File: src/rtl/spi_reg_bridge.sv
// SPI mode-0 slave that turns each R/W + address + data frame into a single
// register-bank access strobe. All SPI pins are oversampled in the clk_i domain.
module spi_reg_bridge #(
  parameter int ADDR_SIZE = 7
) (
  input  logic                 clk_i,
  input  logic                 rstn_i,
  input  logic                 sclk_i,
  input  logic                 csn_i,
  input  logic                 mosi_i,
  output logic                 miso_o,
  output logic                 acc_en_o,
  output logic                 wr_en_o,
  output logic [ADDR_SIZE-1:0] addr_o,
  output logic [7:0]           wdata_o,
  input  logic [7:0]           rdata_i
);
  localparam int CNT_W = $clog2(ADDR_SIZE + 10);
  localparam logic [CNT_W-1:0] HDR_LAST  = CNT_W'(ADDR_SIZE);
  localparam logic [CNT_W-1:0] DATA_LAST = CNT_W'(ADDR_SIZE + 8);

  typedef enum logic [1:0] {IDLE = 2'd0, HDR = 2'd1, DATA = 2'd2, DONE = 2'd3} state_t;

  state_t               state_r, state_nxt_s;
  logic                 sclk_meta_r, sclk_sync_r, sclk_prev_r;
  logic                 csn_meta_r, csn_sync_r, csn_prev_r;
  logic                 mosi_meta_r, mosi_sync_r;
  logic [1:0]           flush_r;
  logic                 armed_r;
  logic [CNT_W-1:0]     bit_cnt_r;
  logic [ADDR_SIZE-1:0] hdr_shift_r;
  logic [6:0]           data_shift_r;
  logic [7:0]           tx_shift_r;
  logic                 rw_r;
  logic                 sclk_rise_s, sclk_fall_s, csn_rise_s, csn_fall_s;
  logic                 frame_start_s, hdr_bit_s, hdr_done_s;
  logic                 data_bit_s, data_done_s, tx_shift_en_s;
  logic [ADDR_SIZE:0]   hdr_next_s;
  logic [7:0]           data_next_s;

  assign sclk_rise_s = sclk_sync_r & ~sclk_prev_r;
  assign sclk_fall_s = ~sclk_sync_r & sclk_prev_r;
  assign csn_rise_s  = csn_sync_r & ~csn_prev_r;
  assign csn_fall_s  = ~csn_sync_r & csn_prev_r;
  assign hdr_next_s  = {hdr_shift_r, mosi_sync_r};
  assign data_next_s = {data_shift_r, mosi_sync_r};

  // Pin synchronizers; armed_r only sets once csn is seen high after reset,
  // so a frame already in progress at reset release is skipped entirely
  always_ff @(posedge clk_i or negedge rstn_i) begin
    if (!rstn_i) begin
      sclk_meta_r <= 1'b0;
      sclk_sync_r <= 1'b0;
      sclk_prev_r <= 1'b0;
      csn_meta_r  <= 1'b1;
      csn_sync_r  <= 1'b1;
      csn_prev_r  <= 1'b1;
      mosi_meta_r <= 1'b0;
      mosi_sync_r <= 1'b0;
      flush_r     <= 2'b00;
      armed_r     <= 1'b0;
    end else begin
      sclk_meta_r <= sclk_i;
      sclk_sync_r <= sclk_meta_r;
      sclk_prev_r <= sclk_sync_r;
      csn_meta_r  <= csn_i;
      csn_sync_r  <= csn_meta_r;
      csn_prev_r  <= csn_sync_r;
      mosi_meta_r <= mosi_i;
      mosi_sync_r <= mosi_meta_r;
      flush_r     <= {flush_r[0], 1'b1};
      if (flush_r[1] && csn_sync_r) begin
        armed_r <= 1'b1;
      end
    end
  end

  // FSM state register
  always_ff @(posedge clk_i or negedge rstn_i) begin
    if (!rstn_i) begin
      state_r <= IDLE;
    end else begin
      state_r <= state_nxt_s;
    end
  end

  // Next-state and per-cycle datapath controls
  always_comb begin
    state_nxt_s   = state_r;
    frame_start_s = 1'b0;
    hdr_bit_s     = 1'b0;
    hdr_done_s    = 1'b0;
    data_bit_s    = 1'b0;
    data_done_s   = 1'b0;
    tx_shift_en_s = 1'b0;
    if (csn_rise_s) begin
      state_nxt_s = IDLE;
    end else begin
      case (state_r)
        IDLE: begin
          if (csn_fall_s && armed_r) begin
            state_nxt_s   = HDR;
            frame_start_s = 1'b1;
          end else begin
            state_nxt_s = IDLE;
          end
        end
        HDR: begin
          if (sclk_rise_s) begin
            hdr_bit_s = 1'b1;
            if (bit_cnt_r == HDR_LAST) begin
              hdr_done_s  = 1'b1;
              state_nxt_s = DATA;
            end else begin
              state_nxt_s = HDR;
            end
          end else begin
            state_nxt_s = HDR;
          end
        end
        DATA: begin
          if (sclk_rise_s) begin
            data_bit_s = 1'b1;
            if (bit_cnt_r == DATA_LAST) begin
              data_done_s = 1'b1;
              state_nxt_s = DONE;
            end else begin
              state_nxt_s = DATA;
            end
          end else if (sclk_fall_s) begin
            tx_shift_en_s = 1'b1;
          end else begin
            state_nxt_s = DATA;
          end
        end
        DONE:    state_nxt_s = DONE;
        default: state_nxt_s = IDLE;
      endcase
    end
  end

  // Frame datapath and registered outputs
  always_ff @(posedge clk_i or negedge rstn_i) begin
    if (!rstn_i) begin
      bit_cnt_r    <= {CNT_W{1'b0}};
      hdr_shift_r  <= {ADDR_SIZE{1'b0}};
      data_shift_r <= 7'h00;
      tx_shift_r   <= 8'h00;
      rw_r         <= 1'b0;
      addr_o       <= {ADDR_SIZE{1'b0}};
      wdata_o      <= 8'h00;
      acc_en_o     <= 1'b0;
      wr_en_o      <= 1'b0;
      miso_o       <= 1'b0;
    end else begin
      acc_en_o <= 1'b0;
      wr_en_o  <= 1'b0;
      if (frame_start_s) begin
        bit_cnt_r    <= {CNT_W{1'b0}};
        hdr_shift_r  <= {ADDR_SIZE{1'b0}};
        data_shift_r <= 7'h00;
      end else if (hdr_bit_s) begin
        bit_cnt_r   <= bit_cnt_r + CNT_W'(1);
        hdr_shift_r <= hdr_next_s[ADDR_SIZE-1:0];
      end else if (data_bit_s) begin
        bit_cnt_r    <= bit_cnt_r + CNT_W'(1);
        data_shift_r <= data_next_s[6:0];
      end
      // Reads are issued as soon as the header is known, writes after the data byte
      if (hdr_done_s) begin
        addr_o   <= hdr_next_s[ADDR_SIZE-1:0];
        rw_r     <= hdr_next_s[ADDR_SIZE];
        acc_en_o <= ~hdr_next_s[ADDR_SIZE];
      end
      if (data_done_s && rw_r) begin
        wdata_o  <= data_next_s;
        acc_en_o <= 1'b1;
        wr_en_o  <= 1'b1;
      end
      if (frame_start_s) begin
        tx_shift_r <= 8'h00;
      end else if (acc_en_o && !wr_en_o) begin
        tx_shift_r <= rdata_i;
      end else if (tx_shift_en_s) begin
        tx_shift_r <= {tx_shift_r[6:0], 1'b0};
      end
      if (csn_rise_s || frame_start_s || data_done_s) begin
        miso_o <= 1'b0;
      end else if (tx_shift_en_s) begin
        miso_o <= tx_shift_r[7];
      end
    end
  end
endmodule
File: config.mk
export PLATFORM = sky130hd
export DESIGN_NAME = spi_reg_bridge
export DESIGN_NICKNAME = d
export VERILOG_FILES = /design/src/rtl/spi_reg_bridge.sv
export SDC_FILE = /design/constraint.sdc
export NUM_CORES = 1
export LEC_CHECK = 0
export ABC_AREA = 0
export CELL_PAD_IN_SITES_DETAIL_PLACEMENT = 0
export CELL_PAD_IN_SITES_GLOBAL_PLACEMENT = 1
export CORE_AREA = 3 3 78 80
export CTS_CLUSTER_SIZE = 24
export DETAILED_ROUTE_END_ITERATION = 16
export DIE_AREA = 0 0 81 83
export GPL_TIMING_DRIVEN = 0
export PLACE_DENSITY_LB_ADDON = 0.1
export SETUP_SLACK_MARGIN = 0.1
export SYNTH_ARGS = -nofsm -noshare
export SYNTH_HDL_FRONTEND = slang
export SYNTH_SLANG_ARGS = --single-unit
File: constraint.sdc
create_clock -name clk_i -period 3.4 [get_ports clk_i]
set_input_delay 0.68 -clock clk_i [delete_from_list [all_inputs] [get_ports clk_i]]
set_output_delay 0.68 -clock clk_i [all_outputs]
set_load 0.01 [all_outputs]
# Yosys cells after proc, flatten, opt, wreduce, memory -nomap -nowiden
# Cells that the tools add are included.
dict set report word_totals {
  regBits 59
  output_inout_bits 18
  elab_cells 96
}
dict set report op_classes {
  n_addsub 1
  eq_ne 7
  n_mux 44
  n_bitwise 9
  reduce_logical 14
}
# op count
set ops {}
lappend ops {{$mux 7} 5}
lappend ops {{$mux 1} 27}
lappend ops {{$mux 8} 3}
lappend ops {{$mux 5} 3}
lappend ops {{$mux 2} 5}
lappend ops {{$pmux 2 s4} 1}
lappend ops {{$reduce_bool 2->1} 3}
lappend ops {{$reduce_bool 3->1} 2}
lappend ops {{$add 5x1->5 const B} 1}
lappend ops {{$eq 5x3->1 const B} 1}
lappend ops {{$eq 5x4->1 const B} 1}
lappend ops {{$not 1->1} 5}
lappend ops {{$and 1x1->1} 4}
lappend ops {{$eq 2x2->1 const B} 2}
lappend ops {{$logic_and 1x1->1} 4}
lappend ops {{$ne 4x4->1 const B} 1}
lappend ops {{$eq 2x1->1 const B} 1}
lappend ops {{$logic_not 2->1} 1}
lappend ops {{$logic_or 1x1->1} 2}
lappend ops {{$ne 2x2->1 const B} 1}
lappend ops {{$reduce_and 2->1} 1}
lappend ops {{$logic_not 1->1} 1}

# Longest topological paths before layout
# Gate-level depths: netlist of run 1.
dict set report logic_depth {
  ltp_word 9
  mapped_depth 6
}

# Worst setup path before layout of run 1
# No wires, ideal clock.
dict set report synth_timing {
  path_kind {reg2reg}
  from {register bit_cnt_r[0]}
  to {register wdata_o[0]}
  arrival_ns 1.615
  t_required_ns 3.275
  slack_ns 1.661
  stages_incl_launch_ff 7
  period_less_slack_ns 1.739
  cell_sequence {dfrtp_1 -> ha_1 -> and3_1 -> ha_1 -> and3b_1 -> nand4_2 -> mux2_2}
}
dict set report synth_between {
  elab_chain_cells 6
}
# element line
set synth_rtl {}
lappend synth_rtl {{start: declaration} 30} ;# logic [CNT_W-1:0] bit_cnt_r;
lappend synth_rtl {{start signal: assignment} 145} ;# bit_cnt_r <= {CNT_W{1'b0}};
lappend synth_rtl {{start signal: assignment} 159} ;# bit_cnt_r <= {CNT_W{1'b0}};
lappend synth_rtl {{start signal: assignment} 163} ;# bit_cnt_r <= bit_cnt_r + CNT_W'(1);
lappend synth_rtl {{$eq 5x4->1} 124} ;# if (bit_cnt_r == DATA_LAST) begin
lappend synth_rtl {{$mux 1} 124}
lappend synth_rtl {{$mux 1} 122} ;# if (sclk_rise_s) begin
lappend synth_rtl {{$mux 1} 99} ;# case (state_r)
lappend synth_rtl {{$mux 1} 96} ;# if (csn_rise_s) begin
lappend synth_rtl {{$logic_and 1x1->1} 175} ;# if (data_done_s && rw_r) begin
lappend synth_rtl {{end signal: assignment} 176} ;# wdata_o <= data_next_s;
lappend synth_rtl {{end: declaration} 15} ;# output logic [7:0] wdata_o,
# No other way between the ends.
# A chain may end at the register's enable or synchronous reset.

# Worst setup path in the final report of run 1
dict set report layout_timing {
  from {register bit_cnt_r[0]}
  to {register wdata_o[7]}
}
# Same word-level chain as after synthesis.

==> summary.md, run 1 <==
| Metric | Value |
|---|---|
| PwrDens | 492 mW/mm2 |
| Crit share post-route | 0.571 |
| TritonRoute pass-1 iters | 4 |
| Post-DP HPWL | 3.50 mm |
| Net switching power | 354 uW |
| Resize count post-CTS | 0 |
| Vias per cell | 5.74 |
| Core Rows | 27 |
| Die Footprint | 0.00672 mm2 |
| Synth warn | 0 |
| Register area share after synthesis | 0.572 |
| Starting Density | 0.473 |
| Die height | 83 um |
| Synth async-reset ratio | 1.00 |
| Cts hold-fix bufs | 0 |
| Mapped cell area | 0.00259 mm2 |
| Fin crit period | just under 2 ns |
| Layout Utilization | 0.588 |
| Hold WS | 0.301 ns |
| Clk slew on worst S/H paths | 0.07 ns |
| Post-Synthesis Mean Instance Area | 12.4 um2 |
| Largest cells by area after synthesis | dfrtp_1, mux2_2, dfstp_2, o21ai_0, o31ai_1 |
| Port bufs | 30 |
| Routed Antenna Nets | 0 |
| GRT Total Usage | 0.183 |
| Delay of the slowest critical-path stage | approximately 0.41 ns |
| Via Count | roughly 1900 |
| H-tree depth | 3 |
| Combinational group share of total power | 0.072 |
| Number of synthesized flops with an enable pin | 0 |
| Arr. time, crit path | 2.16 ns |
| Clock power frac | 0.453 |
| Post-route DRC | 0 |
| Drt total wl | around 5.3 mm |
| Internal power | 1230 uW |
| Layout area overhead | 24.4% |
| Worst reg2reg startpoint | bit_cnt_r[0]$_DFFE_PN0P_ |
| CTS Buffer Depth | 2 |
| Peak supply drop | 270 uV |
| Num CTS Buffers | 9 |
| Switching Fraction | 0.224 |
| Synth cell count leaders | dfrtp_1, mux2_2, o21ai_0 |
| Nets | 265 |
| Initial antenna violation count | 0 |
| Fin. Hold Viols | 0 |
| Highest clock rate | 0.515 GHz |
| Final Non-Filler Cells | 327 |
| Min-delay worst type | input pin to async pin |
| Clock Skew | 0.00776 ns |
| Crit-path max FO | 10 |
| Area share of the largest cell type after synthesis | 0.542 |
| Top-count cell post-synth | dfrtp_1 |
| # IOs | 31 |
| GR Overflow Total | 0 |
| Largest net degree at the start of global routing | 40 |
| Vias in the first global route | 1985 |
| Core area | 0.00547 mm2 |
| Ratio of cells with drive above 1 in the final layout | 0.224 |
| Pleak | 0.00141 uW |
| Clk sinks | 59 |
| Design Power | 1580 uW |
| # diodes | 0 |
| CP Cell Sequence | ha_1 > and3_1 > ha_1 > and3b_1 > nand4_2 > mux2_2 |
| Most used DFF post-synth | dfrtp_1 |
| Dominant cell type by area after synthesis | dfrtp_1 |
| Worst setup EP type | register |
| Crit path from | bit_cnt_r[0]$_DFFE_PN0P_ |
| CTS tree | yes |
| Per-cell routed wire length | 16.2 um |
| Syn Nets | 223 |
| Distinct cell type count after synthesis | 44 |
| GP Congestion | 0.816 |
| Starting DRT DRC Count | 108 |
| Final Max Tran Viols | 0 |
| Critical path class | register to register |
| Synthesized instance count | 208 |
| DIE WIDTH | between 80 and 90 um |
| Yosys reg bits | between 50 and 60 |
| Critical path's most frequent cell | ha_1 |
| Clock Latency Late Sink | roughly 0.33 ns |
| Sequential power share | 0.475 |
| Root buffer cell | clkbuf_8 |
| Max_cap viols | 0 |
| Worst EP required | 3.62 ns |
| First-pass GRT wire length | 9.38 mm |
| Placed cells | 311 |
| Critical Path Slowest Stage Cell | dfrtp_1 |
| Status | complete, no violations |
| # setup viols final | 0 |
| Post-CTS Setup Repair Bufs | 0 |
| Startpoint types | register |
| RSZ-0062 raised after global routing | false |
[per-stage QoR]
| stage | setup slack, ns | cell area, um2 | setup TNS (ns) |
|---|---|---|---|
| 2_1_floorplan | 1.66 | 2590 | 0 |
| 3_3_place_gp | -0.194 | 2980 | -10.71 |
| 3_5_place_dp | 1.47 | 2990 | 0 |
| 4_1_cts | 1.45 | 3220 | 0 |
| 5_1_grt | 1.35 | 3220 | 0 |
| 6_report | 1.46 | 3220 | 0 |
[worst paths after layout]
kind	end	slack (ns)	cells after the start
worst max-delay path	wdata_o[7]$_DFFE_PN0P_	1.46	6
worst min-delay path	wdata_o[4]$_DFFE_PN0P_	0.30	1
worst max register to register	wdata_o[7]$_DFFE_PN0P_	1.46	6
worst min register to register	sclk_sync_r$_DFF_PN0_	0.35	0
max in group asynchronous	csn_prev_r$_DFF_PN1_	2.46	2
min in group clk_i	sclk_sync_r$_DFF_PN0_	0.35	0
[layer usage]
| metal | GRT usage | routed length, um |
|---|---|---|
| met5 | 0 | 0 |
| met4 | 0.104 | 151 |
| met1 | 0.252 | 2490 |
| met3 | 0.0434 | 249 |
| met2 | 0.261 | 2400 |
[sequential cells by signal, indices dropped and copies added, names as in the netlist, 2 cells and up]
name / flops
addr_o: 7
bit_cnt_r: 5
data_shift_r: 7
flush_r: 2
hdr_shift_r: 7
state_r: 2
tx_shift_r: 8
wdata_o: 8
[power groups by stage]
| stage | logic, uW | clock network (uW) | registers, uW |
|---|---|---|---|
| finish | 115 | 717 | 752 |
| floorplan | 69.4 | 0 | 757 |
| detailed placement | 116 | 0 | 764 |
| global route | 129 | 770 | 756 |
| global placement | 113 | 0 | 764 |
| CTS | 116 | 737 | 752 |
[critical path: cells and delay by family, from the launching register on]
| kind | cells | cell delay, ns |
|---|---|---|
| fa+ha+maj | 2 | 0.42 |
| flops | 1 | 0.41 |
| mux | 1 | 0.37 |
| simple gates | 3 | 0.61 |
[cells by family after synthesis]
logic type                 share of synthesized area
and+or+nand+nor                                0.134
adders and majority gates                    0.00967
buffers and inverters                         0.0421
xor gates and xnor gates                     0.00677
DFF                                            0.572
other                                        0.00145
AOI/OAI and AO/OA                              0.157
muxes                                         0.0774
[placed cells by master, fill, tap and decap left out, types with 2 or more instances in the layout]
cell / n
nor2b_1: 3
a22o_1: 6
a311oi_1: 7
nand4_1: 9
clkbuf_8: 11
o21ai_0: 14
inv_1: 2
buf_2: 7
o31ai_1: 9
and4bb_2: 2
mux2_2: 16
dfstp_2: 3
nor2_1: 10
nand4bb_1: 3
a211oi_1: 2
clkbuf_1: 5
a21oi_1: 13
ha_1: 2
bufinv_16: 2
nand2b_1: 2
dfrtp_1: 56
buf_6: 4
clkinv_2: 3
clkdlybuf4s50_1: 29
mux2i_1: 2
nand3_1: 10
[final cells by class]
class,count,area (um2)
Buffer,16,101
Clock buffer,11,151
Clock inverter,5,75.1
Fill cell,484,2250
Inverter,2,7.51
Multi-Input combinational cell,131,998
Sequential cell,59,1480
Tap cell,72,90.1
Timing Repair Buffer,31,315
(Power assumes the default switching activity.)
==> inputs of run 2 (changes only) <==
CORE_AREA = 3 3 81 83   (was 3 3 78 80)
DIE_AREA = 0 0 84 86   (was 0 0 81 83)
clock period = 2 ns   (was 3.4 ns; I/O delays follow)
==> run 2 against run 1 <==
Compared with the run above: combinational power increased by 73%; global-route usage is 2.1 points lower; total power grew 55%; sequential cell count unchanged; worst setup slack lost 1.3 ns.
==> summary.md, run 2 (synthesis results as in run 1) <==
| Metric | Value |
|---|---|
| Status | complete, no violations |
| TritonRoute pass-1 iters | 4 |
| Die height | 86 um |
| Core area | between 0.005 and 0.006 mm2 |
| Root buffer cell | clkbuf_8 |
| Pleak | 0.00142 uW |
| Per-cell routed wire length | about 17 um |
| Hold WS | 0.0194 ns |
| Internal power | between 1500 and 2000 uW |
| Drt total wl | 5.48 mm |
| Ratio of cells with drive above 1 in the final layout | 0.241 |
| Clock Skew | 0.00783 ns |
| GR Overflow Total | 0 |
| Delay of the slowest critical-path stage | 0.41 ns |
| # setup viols final | 0 |
| Net switching power | just over 600 uW |
| PwrDens | 760 mW/mm2 |
| CTS tree | yes |
| Core Rows | 28 |
| GP Congestion | 0.778 |
| Layout area overhead | 24.4% |
| Starting DRT DRC Count | 99 |
| CP Cell Sequence | ha_2 > and3_1 > ha_1 > and3b_2 > nand4_4 > mux2_2 |
| Biggest registers after layout | tx_shift_r (8), wdata_o (8) |
| Starting Density | 0.437 |
| Startpoint types | register |
| Final setup TNS | 0 ns |
| Highest clock rate | 0.549 GHz |
| Routed Antenna Nets | 0 |
| Post-route DRC | 0 |
| Die Footprint | about 0.0072 mm2 |
| Commonest non-fill, non-tap cell in the layout | dfrtp_1 |
| Vias in the first global route | 1872 |
| Switching Fraction | 0.250 |
| GRT Total Usage | 0.162 |
| Port bufs | 30 |
| H-tree depth | 3 |
| Num CTS Buffers | 9 |
| Crit share post-route | 0.910 |
| Pre-CTS setup slack | roughly 0.026 ns |
| Combinational group share of total power | 0.081 |
| Post-DP HPWL | roughly 3.5 mm |
| RSZ-0062 raised after global routing | true |
| Arr. time, crit path | 2.04 ns |
| Worst setup EP type | register |
| Fin crit period | 1.82 ns |
| Clk sinks | 59 |
| Largest net degree at the start of global routing | 40 |
| Worst EP required | between 2 and 2.5 ns |
| Peak supply drop | ~440 uV |
| Cts hold-fix bufs | 0 |
| First-pass GRT wire length | a little over 9 mm |
| CTS Buffer Depth | 2 |
| Min-delay worst type | input pin to async pin |
| Crit-path max FO | 5 |
| Critical Path Slowest Stage Cell | dfrtp_1 |
| Vias per cell | around 5.6 |
| Final Non-Filler Cells | 332 |
| DIE WIDTH | roughly 84 um |
| Max_cap viols | 0 |
| Nets | 267 |
| Initial antenna violation count | 0 |
| Post-route worst setup slack | 0.179 ns |
| Final Max Tran Viols | 0 |
| Clk slew on worst S/H paths | around 0.07 ns |
| Placed cells | approximately 310 |
| Layout Utilization | 0.544 |
| Via Count | 1864 |
| Fin. Hold Viols | 0 |
| # diodes | 0 |
| Critical path class | register to register |
| Clock power frac | 0.397 |
| Sequential power share | 0.522 |
| # IOs | 31 |
| Most frequent cells in the layout | dfrtp_1, clkdlybuf4s50_1, mux2_2 |
| Clock Latency Late Sink | 0.33 ns |
[run 2: final cells by class]
cell class / instances / area (um2)
clock inverter: 5 / 27.5
buffer: 16 / 101
sequential: 59 / 1480
inverter: 2 / 7.51
timing repair buffer: 32 / 323
fill: 516 / 2700
multi-input combinational: 132 / 1030
clock buffer: 11 / 151
tap: 75 / 93.8
[run 2: worst max-delay path, delay by kind of cell, from the launching register on]
family,cells,cell delay (ns)
mux,1,0.35
fa+ha+maj,2,0.39
flops,1,0.41
simple gates,3,0.55
[run 2: through the flow]
step                      cell area [um2]  total power (uW)
after floorplan                      2590              1410
after global placement               2980              1490
after detailed placement             3000              1500
after CTS                            3180              2470
after global routing                 3220              2570
final                                3220              2450
[run 2: layer usage]
layer / share of wire / GRT usage
met2: 0.43 / 0.236
met3: 0.034 / 0.0423
met5: 0 / 0
met4: 0.016 / 0.0716
met1: 0.52 / 0.228
[run 2: worst paths after layout]
path | from | end | slack (ns) | cells past startpoint
worst min register to register | mosi_meta_r$_DFF_PN0_ | mosi_sync_r$_DFF_PN0_ | 0.35 | 0
worst max-delay path | bit_cnt_r[0]$_DFFE_PN0P_ | wdata_o[0]$_DFFE_PN0P_ | 0.18 | 6
min in group clk_i | mosi_meta_r$_DFF_PN0_ | mosi_sync_r$_DFF_PN0_ | 0.35 | 0
worst min-delay path | rstn_i | wdata_o[6]$_DFFE_PN0P_ | 0.02 | 1
worst max register to register | bit_cnt_r[0]$_DFFE_PN0P_ | wdata_o[0]$_DFFE_PN0P_ | 0.18 | 6
max in group asynchronous | rstn_i | csn_prev_r$_DFF_PN1_ | 1.35 | 2
[run 2: repair_timing]
item / in CTS / in global routing
gates resized for setup: 1 / 4
endpoints found under the setup margin: 8 / 9
pin swaps: 0 / 2
cloned: 0 / 1
setup buffers: 0 / 1
[run 2: power by group through the flow]
stage               Clock [uW]  Combinational (uW)  Sequential (uW)
floorplan                    0                 118             1290
global placement             0                 191             1300
detailed placement           0                 197             1300
CTS                        994                 199             1280
global route              1060                 222             1280
finish                     971                 199             1280
==> inputs of run 3 (changes only) <==
CELL_PAD_IN_SITES_DETAIL_PLACEMENT = 1   (was 0)
CELL_PAD_IN_SITES_GLOBAL_PLACEMENT = 2   (was 1)
CORE_AREA = 3 3 88 90   (was 3 3 81 83)
DIE_AREA = 0 0 91 93   (was 0 0 84 86)
==> run 3 against run 2 <==
Compared with the run above: hold slack improved by 0.077 ns; global-route usage down 0.40 points; critical path depth is the same; via count up 0.59%; die area grew 17%; sequential power is essentially flat; clock skew is 0.0046 ns higher; non-clock buffer count unchanged; clock power is 15% higher; sequential share of layout area fell by 0.44 points; highest routed layer unchanged.
==> summary.md, run 3 (synthesis results as in run 1) <==
| Metric | Value |
|---|---|
| Crit path depth | 6 |
| Crit-path max FO | 9 |
| CTS tree | yes |
| Routed Antenna Nets | 0 |
| Worst slew margin | 0.557 |
| Critical Path Slowest Stage Cell | dfrtp_1 |
| Delay of the slowest critical-path stage | 0.41 ns |
| Crit share post-route | 0.914 |
| Vias in the first global route | around 2000 |
| Layout area overhead | 25.6% |
| Core Rows | 31 |
| Starting Density | 0.363 |
| # setup viols final | 0 |
| Clk sinks | 59 |
| RSZ-0062 raised after global routing | true |
| Via Count | 1875 |
| Crit path buf inv count | 0 |
| Final Max Tran Viols | 0 |
| Highest clock rate | 0.547 GHz |
| Port bufs | 30 |
| DIE WIDTH | 91 um |
| Per-cell routed wire length | about 17 um |
| Cts hold-fix bufs | 0 |
| Fin crit period | 1.83 ns |
| GP Congestion | 0.825 |
| Initial antenna violation count | 0 |
| Switching Fraction | 0.242 |
| Startpoint types | register |
| Fin area | ~0.0033 mm2 |
| Worst setup EP type | register |
| Biggest registers after layout | tx_shift_r (8), wdata_o (8) |
| Post-route DRC | 0 |
| Net switching power | 629 uW |
| Worst EP required | 2.22 ns |
| Num CTS Buffers | 9 |
| TritonRoute pass-1 iters | 4 |
| Most frequent cells in the layout | dfrtp_1, clkdlybuf4s50_1, mux2_2 |
| Clock power frac | 0.431 |
| Die Footprint | roughly 0.0085 mm2 |
| First-pass GRT wire length | 10.4 mm |
| PwrDens | 799 mW/mm2 |
| Root buffer cell | clkbuf_8 |
| H-tree depth | 3 |
| Arr. time, crit path | 2.05 ns |
| Critical path's most frequent cell | ha_1 |
| Sequential power share | 0.492 |
| GRT Total Usage | 0.158 |
| Max_cap viols | 0 |
| Worst Max-Slew Pin Slew | 0.665 ns |
| Fin. Hold Viols | 0 |
| Clock Latency Late Sink | 0.34 ns |
| Starting DRT DRC Count | 73 |
| Die height | about 93 um |
| Worst reg2reg startpoint | bit_cnt_r[0]$_DFFE_PN0P_ |
| Pleak | between 0.001 and 0.0015 uW |
| Ratio of cells with drive above 1 in the final layout | 0.227 |
| Clock Skew | approximately 0.012 ns |
| CTS Buffer Depth | 2 |
| Largest net degree at the start of global routing | 33 |
| Internal power | between 1500 and 2000 uW |
| Top delay family on crit path | simple AND/OR/NAND/NOR gates |
| Hold WS | 0.0968 ns |
| Placement-stage cell area | 0.00303 mm2 |
| Fill cell count | 790 |
| Critical path class | register to register |
| Drt total wl | 6.04 mm |
| GR Overflow Total | 0 |
| Post-DP HPWL | 4.08 mm |
| Reg-to-Reg End | wdata_o[6]$_DFFE_PN0P_ |
| CP Cell Sequence | ha_1 > and3_1 > ha_1 > and3b_1 > nand4_4 > mux2_2 |
| Vias per cell | 5.28 |
| R2r setup slk | 0.17 ns |
| Crit path from | bit_cnt_r[0]$_DFFE_PN0P_ |
| FF-to-FF path depth | 6 |
| Commonest non-fill, non-tap cell in the layout | dfrtp_1 |
| # diodes | 0 |
| Nets | roughly 270 |
| Clk slew on worst S/H paths | approximately 0.070 ns |
| # IOs | 31 |
| Min-delay worst type | input pin to async pin |
| Peak supply drop | 527 uV |
| Combinational group share of total power | 0.077 |
| Core area | about 0.007 mm2 |
| Crit path capture | wdata_o[6]$_DFFE_PN0P_ |
| Status | complete, no violations |
run 3: cell types whose count changed in the layout (fill, tap and decap cells not counted), sizes merged:
cell      delta
nand4        -1
clkinv       -3
bufinv       +1
clkbuf       +1
clkinvlp     +1
run 3: how the worst min path moves through the flow:
| stage | slack (ns) | to |
|---|---|---|
| after floorplan | 0.10 | acc_en_o$_DFF_PN0_ |
| after global placement | 0.33 | flush_r[1]$_DFF_PN0_ |
| after detailed placement | 0.34 | flush_r[1]$_DFF_PN0_ |
| after CTS | 0.11 | addr_o[5]$_DFFE_PN0P_ |
| after global routing | 0.14 | addr_o[5]$_DFFE_PN0P_ |
| final | 0.1 | hdr_shift_r[4]$_DFFE_PN0P_ |
run 3: routing by layer:
metal	vias to the layer above	wire (um)	global-route usage
met5	-	0	0
met4	0	50	0.0377
met3	6	188	0.0515
met2	28	2820	0.251
met1	969	2980	0.210
li1	872	-	-
run 3: layout make-up:
class,count,area [um2],share of cell area
plain buffers,16,101,0.0312
multi-input cells,131,1010,0.311
well taps,99,124,0.0381
inverters,2,7.51,0.00231
clock buffers,12,155,0.0477
clock inverters,4,50.0,0.0154
flip-flops and latches,59,1480,0.455
repair buffers,32,323,0.0993
run 3: repair_timing:
| action | 4_1_cts | 5_1_grt |
|---|---|---|
| resized for setup | 1 | 1 |
| pin swaps | 0 | 1 |
| setup buffers | 0 | 1 |
| endpoints found under the setup margin | 8 | 9 |
run 3: through the flow:
stage               setup slack (ns)   util  TNS, ns  cells  power, uW
floorplan                      0.261      -        0    208       1410
global placement               -1.50  0.422   -85.99    337       1500
detailed placement            0.0167  0.424        0    338       1500
CTS                            0.104  0.454        0    354       2640
global route                  0.0832  0.455        0    355       2720
finish                         0.173  0.455        0    355       2600
run 3: power groups by stage:
stage          logic, uW  registers [uW]  clock network [uW]
2_1_floorplan        118            1290                   0
3_3_place_gp         196            1300                   0
3_5_place_dp         203            1300                   0
4_1_cts              205            1280                1150
5_1_grt              228            1280                1200
6_report             200            1280                1120
